## src/rtl/sdram_arbiter.sv

```systemverilog
// Two-master arbiter in front of a single SDRAM controller port: master 0 has fixed
// priority, and master 1 wins after MAX_WAIT lost arbitrations. One transaction per IDLE visit.
module sdram_arbiter #(
  parameter int ADDR_W   = 23,
  parameter int DATA_W   = 16,
  parameter int MAX_WAIT = 4,
  parameter int TIMEOUT  = 255
) (
  input  logic                clk,
  input  logic                rst_n,
  input  logic [ADDR_W-1:0]   m0_addr,
  input  logic [DATA_W-1:0]   m0_wdata,
  input  logic                m0_read,
  input  logic                m0_write,
  input  logic                m0_instr,
  output logic [2*DATA_W-1:0] m0_rdata,
  output logic                m0_busy,
  output logic                m0_cack,
  output logic                m0_ready,
  output logic                m0_err,
  input  logic [ADDR_W-1:0]   m1_addr,
  input  logic [DATA_W-1:0]   m1_wdata,
  input  logic                m1_read,
  input  logic                m1_write,
  output logic [2*DATA_W-1:0] m1_rdata,
  output logic                m1_busy,
  output logic                m1_cack,
  output logic                m1_ready,
  output logic                m1_err,
  output logic [ADDR_W-1:0]   s_addr,
  output logic [DATA_W-1:0]   s_wdata,
  output logic                s_read,
  output logic                s_write,
  output logic                s_instr,
  input  logic [2*DATA_W-1:0] s_rdata,
  input  logic                s_busy,
  input  logic                s_cack,
  input  logic                s_ready
);

  typedef enum logic [1:0] {IDLE, ISSUE, WAIT_RD} state_t;

  localparam int WC_W = $clog2(MAX_WAIT + 1);
  localparam int TM_W = $clog2(TIMEOUT + 1);
  localparam logic [WC_W-1:0] WAIT_MAX = WC_W'(MAX_WAIT);
  localparam logic [TM_W-1:0] TM_LAST  = TM_W'(TIMEOUT - 1);

  state_t              state_reg, state_next;
  logic                grant_reg, op_wr_reg, instr_reg;
  logic                s_read_reg, s_write_reg;
  logic [ADDR_W-1:0]   addr_reg;
  logic [DATA_W-1:0]   wdata_reg;
  logic [WC_W-1:0]     wait_cnt_reg;
  logic [TM_W-1:0]     timer_reg;
  logic [1:0][2*DATA_W-1:0] rdata_reg;
  logic [1:0]          cack_reg, ready_reg, err_reg;
  logic [1:0]          cack_next, ready_next, err_next;
  logic [1:0]          busy, gnt;
  logic                req0, req1, grant_sel, tm_expired;

  assign req0       = m0_read | m0_write;
  assign req1       = m1_read | m1_write;
  assign grant_sel  = req1 & (~req0 | (wait_cnt_reg >= WAIT_MAX));
  assign tm_expired = (timer_reg == TM_LAST);
  assign gnt        = {grant_reg, ~grant_reg};

  always_ff @(posedge clk) begin
    if (!rst_n) state_reg <= IDLE;
    else        state_reg <= state_next;
  end

  // A completing handshake takes precedence over a timeout in the same cycle.
  always_comb begin
    state_next = state_reg;
    case (state_reg)
      IDLE:    if (req0 | req1) state_next = ISSUE;
      ISSUE:   if (s_cack) state_next = (op_wr_reg | s_ready) ? IDLE : WAIT_RD;
               else if (tm_expired) state_next = IDLE;
      WAIT_RD: if (s_ready | tm_expired) state_next = IDLE;
      default: state_next = IDLE;
    endcase
  end

  always_comb begin
    cack_next  = '0;
    ready_next = '0;
    err_next   = '0;
    case (state_reg)
      ISSUE: begin
        if (s_cack) begin
          cack_next[grant_reg] = 1'b1;
          if (!op_wr_reg && s_ready) ready_next[grant_reg] = 1'b1;
        end else if (tm_expired) begin
          err_next[grant_reg] = 1'b1;
        end
      end
      WAIT_RD: begin
        if (s_ready)         ready_next[grant_reg] = 1'b1;
        else if (tm_expired) err_next[grant_reg]   = 1'b1;
      end
      default: ;
    endcase
  end

  always_ff @(posedge clk) begin
    if (!rst_n) begin
      grant_reg    <= 1'b0;
      op_wr_reg    <= 1'b0;
      instr_reg    <= 1'b0;
      s_read_reg   <= 1'b0;
      s_write_reg  <= 1'b0;
      addr_reg     <= '0;
      wdata_reg    <= '0;
      wait_cnt_reg <= '0;
      timer_reg    <= '0;
      rdata_reg    <= '0;
      cack_reg     <= '0;
      ready_reg    <= '0;
      err_reg      <= '0;
    end else begin
      if (state_reg == IDLE && (req0 | req1)) begin
        grant_reg   <= grant_sel;
        addr_reg    <= grant_sel ? m1_addr : m0_addr;
        wdata_reg   <= grant_sel ? m1_wdata : m0_wdata;
        op_wr_reg   <= grant_sel ? m1_write : m0_write;
        instr_reg   <= ~grant_sel & m0_instr;
        s_write_reg <= grant_sel ? m1_write : m0_write;
        s_read_reg  <= grant_sel ? (m1_read & ~m1_write) : (m0_read & ~m0_write);
        timer_reg   <= '0;
        if (grant_sel)
          wait_cnt_reg <= '0;
        else if (req1 && wait_cnt_reg != WAIT_MAX)
          wait_cnt_reg <= wait_cnt_reg + 1'b1;
      end else if (state_reg != IDLE) begin
        timer_reg <= timer_reg + 1'b1;
        if (state_reg == ISSUE && state_next != ISSUE) begin
          s_read_reg  <= 1'b0;
          s_write_reg <= 1'b0;
        end
      end
      for (int i = 0; i < 2; i++)
        if (ready_next[i]) rdata_reg[i] <= s_rdata;
      cack_reg  <= cack_next;
      ready_reg <= ready_next;
      err_reg   <= err_next;
    end
  end

  // A master is busy while the other one owns the port, or while its own command awaits cack.
  for (genvar gi = 0; gi < 2; gi++) begin : g_busy
    assign busy[gi] = s_busy | ((state_reg != IDLE) & ~gnt[gi]) |
                      ((state_reg == ISSUE) & gnt[gi]);
  end

  assign s_addr   = addr_reg;
  assign s_wdata  = wdata_reg;
  assign s_read   = s_read_reg;
  assign s_write  = s_write_reg;
  assign s_instr  = instr_reg;
  assign m0_rdata = rdata_reg[0];
  assign m1_rdata = rdata_reg[1];
  assign m0_busy  = busy[0];
  assign m1_busy  = busy[1];
  assign m0_cack  = cack_reg[0];
  assign m1_cack  = cack_reg[1];
  assign m0_ready = ready_reg[0];
  assign m1_ready = ready_reg[1];
  assign m0_err   = err_reg[0];
  assign m1_err   = err_reg[1];

endmodule

```

## config.mk

```make
export PLATFORM = sky130hd
export DESIGN_NAME = sdram_arbiter
export DESIGN_NICKNAME = d
export VERILOG_FILES = /design/src/rtl/sdram_arbiter.sv
export SDC_FILE = /design/constraint.sdc
export NUM_CORES = 1
export LEC_CHECK = 0
export ABC_AREA = 1
export CAP_MARGIN = 30
export CORE_MARGIN = 3
export CORE_UTILIZATION = 44
export DETAILED_ROUTE_END_ITERATION = 10
export GPL_TIMING_DRIVEN = 0
export PLACE_DENSITY = 0.84
export SYNTH_ARGS = -nofsm -noshare
export SYNTH_HDL_FRONTEND = slang
export SYNTH_SLANG_ARGS = --single-unit
```

## constraint.sdc

```tcl
create_clock -name clk -period 4.85 [get_ports clk]
set_clock_uncertainty 0.15 [all_clocks]
set_input_delay 0.97 -clock clk [delete_from_list [all_inputs] [get_ports clk]]
set_output_delay 0.97 -clock clk [all_outputs]
set_load 0.03 [all_outputs]
```

=== Yosys cells after proc, flatten, opt, wreduce, memory -nomap -nowiden ===
Cells that the tools add are included.

* Flip-flop bits (word level): 127
* Input port bits: 120
* Output and inout port bits: 114

* Add/sub/neg operators: 2
* Order comparisons: 3
* Eq/ne operators: 5
* Multiplexer cells: 26
* Bitwise logic cells: 24
* Reductions and logical operators: 15

{| class="wikitable"
|+ Operators with widths
! cell !! number
|-
| $mux W23 || 1
|-
| $mux W2 || 11
|-
| $mux W16 || 1
|-
| $or A1 B1 Y1 || 10
|-
| $add A8 B1 Y8 const B || 1
|-
| $and A1 B1 Y1 || 8
|-
| $eq A8 B8 Y1 const B || 1
|-
| $pmux W2 S2 || 2
|-
| $reduce_bool A2 Y1 || 4
|-
| $mux W1 || 7
|-
| $mux W3 || 2
|-
| $not A1 Y1 || 6
|-
| $pmux W2 S3 || 1
|-
| $logic_and A1 B1 Y1 || 5
|-
| $reduce_and A2 Y1 || 2
|-
| $add A3 B1 Y3 const B || 1
|-
| $ge A3 B3 Y1 const B || 1
|-
| $ne A3 B3 Y1 const B || 1
|-
| $reduce_and A3 Y1 || 1
|-
| $eq A2 B1 Y1 const B || 1
|-
| $eq A2 B2 Y1 const B || 1
|-
| $logic_not A2 Y1 || 1
|-
| $lt A1 B2 Y1 const B || 1
|-
| $ne A2 B1 Y1 const B || 1
|-
| 4 further kinds || 4
|}

=== Depth between registers and ports, before layout ===
* Word-level depth: 9
* Mapped depth: 12

=== Worst setup path after synthesis ===
Ideal clock, no wire load.

* Path type: reg2out
* Start point: register state_reg[0]
* End point: output port m0_busy
* Data arrival time: 1.442 ns
* Data required time: 3.730 ns
* Slack: 2.288 ns
* Cell stages (with the launch flop): 5
* Cell sequence: dfxtp_1 inv_1 ha_1 clkbuf_2 o21ai_0

* Cells in the longest elaborated chain, start to end: 4
* Elaborated cells between the ends (all ways): 6

{| class="wikitable"
|+ RTL lines
! element !! line !! RTL
|-
| start, declared || 48 || <nowiki>state_t state_reg, state_next;</nowiki>
|-
| start signal, assigned || 69 || <nowiki>else state_reg <= state_next;</nowiki>
|-
| $reduce_bool A2 Y1 || 151 || <nowiki>assign busy[gi] = s_busy | ((state_reg != IDLE) & ~gnt[gi]) |</nowiki>
|-
| $and A1 B1 Y1 || 151 ||
|-
| $or A1 B1 Y1 || 151 ||
|-
| $or A1 B1 Y1 (*) || 151 ||
|-
| end, declared || 17 || <nowiki>output logic m0_busy,</nowiki>
|}

Mark *: on every way between the ends. The rest lies on a longest branch, timed or not.

=== Worst setup path after layout ===
* Start point: input port s_busy
* End point: output port m0_busy

* Cells in the longest elaborated chain, start to end: 2

{| class="wikitable"
|+ RTL lines
! element !! line !! RTL
|-
| start, declared || 36 || <nowiki>input logic s_busy,</nowiki>
|-
| $or A1 B1 Y1 (2 in a row) || 151 ||
|}

No other way between the ends.

==> flow_results.org <==
** Status
- The flow ran to the end, and the final reports show no timing, DRC or antenna violations.

** Power and ir drop
- Summed over all cells, the static leakage comes to 3.20 nW.
- Net switching component of the power :: 866 uW
- Power per unit of standard cell area :: 385 nW/um^2
- Combinational cell fraction of total power :: 20.2%
- Internal Power :: 2.20 mW
- Pwr Total :: 3.07 mW
- Share of total power in the clock network :: 41.8%
- Switching share of power :: 28.3%
- Sequential cells account for 38.0% of the total power.
- Worst-case vdd ir drop :: 0.000206 V

** Timing
- Slew Viols, Final :: 0
- In this run the tightest slew margin relative to its limit is 69.0%.
- RSZ-0062 raised after global routing :: false
- Dividing the final minimum period by the clock period gives 69.9%.
- Max Fclk :: 295 MHz
- Setup TNS after final layout :: 0 ns
- Final setup vio count :: 0
- Tmin final :: 3.39 ns
- Tightest Pin Transition :: 0.465 ns
- Number of failing hold endpoints at the final stage :: 0

** CTS
- Post-CTS timing repair inserted 0 buffers for setup.
- CTS tree :: done
- Maximum buffer depth of the clock tree :: 2
- Number of hold buffers added after CTS :: 0
- CTS saw 127 sinks.
- CTS placed an instance of clkbuf_8 at the clock tree root.
- Number of resized instances in the post-cts repair step :: 0
- CTS Buf Count :: 17
- Clock latency on the worst-skew pair :: 0.51 ns
- CTS clk-pin slew, worst paths :: 0.06 ns
- Depth of the CTS H-tree :: 4

** GRT
- Global routing used 27.5% of the available tracks.
- The initial antenna violation count was 0.
- Global-route congestion overflow total :: 0
- Entering global routing, the biggest net connects 17 pins.
- The number of global-route vias before repair was 5,253.
- First-pass GRT wire length :: 27,400 um

** Die
- The floorplan has 37 rows.
- In this run the vertical extent of the chip is 111 um.
- The region available for standard cell placement spans 10,600 um^2.
- Die extent in x :: 111 um
- Area of the die :: 12,400 um^2
- The initial utilization of the core area, before any placement, comes to 46.1%.
- 234 I/O pins were placed.

** Logic synthesis
- Yosys mapped the design onto 32 distinct sky130hd cell types.
- The synthesized design spends more area on one cell type than any other, namely dfxtp_1.
- After synthesis the cells add up to 4870 um^2.
- Synthesized instance count :: 610
- Top post-synthesis cells by count :: dfxtp_1 (127), o21ai_0 (125), nor2_1 (85), nand2_1 (65), a21oi_1 (60)
- In the synthesized netlist the dominant register cell turns out to be dfxtp_1.
- Seq cells post-synth :: 127
- dfxtp_1 is the most common cell in the netlist.
- Summing the sequential cell areas from Yosys gives 52.2% of the chip area.
- The number of nets in the synthesized netlist is 738.
- In this run, synthesis inferred 0 flip-flops with an integrated enable.
- Post-Synthesis Mean Instance Area :: 7.98 um^2
- Syn. warnings :: 0
- Counting flops with an async set or reset pin after synthesis yields a share of 0%.
- Share of the synthesized area in the top cell type :: 52.2%
- Synth top area cells :: dfxtp_1 (52%), o21ai_0 (13%), nor2_1 (6.6%)

** Route
- Drt first-iter violations :: 475
- Remaining antenna violation count :: 0
- Router iterations before antenna repair :: 5
- Sum of routed wire length over all layers :: 17,300 um
- After detailed routing, the number of vias per cell comes to 5.20.
- Vias after detailed routing :: 5,253
- Routed wirelength normalized by instance count :: 17.1 um
- In the routed design, unresolved DRC markers number 0.

** Worst hold path
- The tightest min-delay check is of the reg2reg type.

** Finish
- The area growth from synthesis to layout is 63.8%.
- After the last flow step, the layout net total stands at 990.
- The number of antenna diodes in the final layout is 0.
- Filler instances :: 779
- Of the cells placed in the final design, the portion with a size suffix greater than 1 is 7.89%.

** Placement
- The count of buffers added on input and output ports is 233.
- At the end of routability-driven placement, the weighted congestion stood at 0.909.
- Detailed-placement wirelength estimate :: 13,000 um

** Flow run
- Max Cap Viol :: 0

** Setup path
- At the worst endpoint, the arrival time is 2.27 ns.
- Classification of the worst setup path :: in2out
- Along the worst path, the maximum fanout reaches 2.
- CP required :: 3.73 ns
- Critical path endpoint category :: primary output
- STA classifies the critical path startpoint as an input pin.
==> routing by layer <==
layer / vias to the layer above / wire length [um] / GRT usage, %
met5: - / 0 / 0
met2: 270 / 8310 / 46.2
met3: 36 / 1820 / 11.5
li1: 2520 / - / -
met4: 0 / 497 / 10.7
met1: 2427 / 6710 / 31.0
==> stage by stage <==
stage          area, um^2  hold slack [ns]  setup slack, ns  std cells  util, %
3_5_place_dp         7370            0.296             1.45        979     69.8
2_1_floorplan        4870            0.298             2.29        610        -
3_3_place_gp         7370            0.291             1.47        979     69.8
6_report             7970            0.300             1.46       1011     75.5
5_1_grt              7970            0.333             1.38       1011     75.5
4_1_cts              7970            0.305             1.44       1011     75.5
==> area by class of cell <==
| type | instances | area, um^2 | share of cell area (%) |
|---|---|---|---|
| plain buffers | 37 | 186 | 2.34 |
| clock buffers | 19 | 442 | 5.54 |
| clock inverters | 13 | 161 | 2.02 |
| inverters | 50 | 188 | 2.35 |
| multi-input cells | 396 | 1950 | 24.5 |
| flip-flops and latches | 127 | 2540 | 31.9 |
| well taps | 136 | 170 | 2.13 |
| repair buffers | 233 | 2330 | 29.3 |
==> cell usage in the layout (no fill, tap or decap), types with 2 or more instances in the layout <==
cell,netlist,final
a21oi_1,60,60
buf_2,13,13
buf_4,8,8
bufinv_16,0,3
clkbuf_1,15,15
clkbuf_16,0,16
clkbuf_8,0,3
clkdlybuf4s50_1,0,233
clkinv_2,0,3
clkinvlp_4,0,4
dfxtp_1,127,127
ha_1,8,8
inv_1,44,44
inv_2,6,6
inv_6,0,2
nand2_1,65,65
nand3_1,5,5
nor2_1,85,85
nor2_4,5,5
nor3_1,3,3
o21ai_0,125,125
o21ai_1,22,22
xor2_1,3,3
==> power by group through the flow <==
stage                     Sequential [mW]  Clock (mW)  Combinational, mW
after detailed placement             1.19           0              0.614
after floorplan                      1.31           0              0.184
after global placement               1.18           0              0.602
after global routing                 1.17        1.34              0.660
final                                1.17        1.28              0.618
after CTS                            1.16        1.29              0.619
==> critical path, cell delays in order <==
cell and delay, ns:
clkdlybuf4s50_1 0.49, a21oi_1 0.04, o21ai_0 0.08, clkdlybuf4s50_1 0.70
==> kinds of logic after synthesis <==
group | count (synthesis) | share of synthesized area [%]
AND/OR/NAND/NOR | 167 | 14.1
flip-flops | 127 | 52.2
AO/OA/AOI/OAI | 217 | 23.2
XOR/XNOR | 4 | 0.720
buffers and inverters | 87 | 7.69
adder cells (fa/ha/maj) | 8 | 2.06
==> worst paths after layout <==
check,start,cells past startpoint,slack [ns],to
hold reg to reg,s_wdata[15]$_SDFFE_PN0P_,2,0.30,s_wdata[15]$_SDFFE_PN0P_
setup reg to reg,state_reg[0]$_SDFF_PN0_,8,2.79,s_addr[19]$_SDFFE_PN0P_
setup / recovery,s_busy,4,1.46,m0_busy
hold / removal,s_wdata[15]$_SDFFE_PN0P_,2,0.30,s_wdata[15]$_SDFFE_PN0P_
Note: power is estimated with default switching activity, not from simulation.
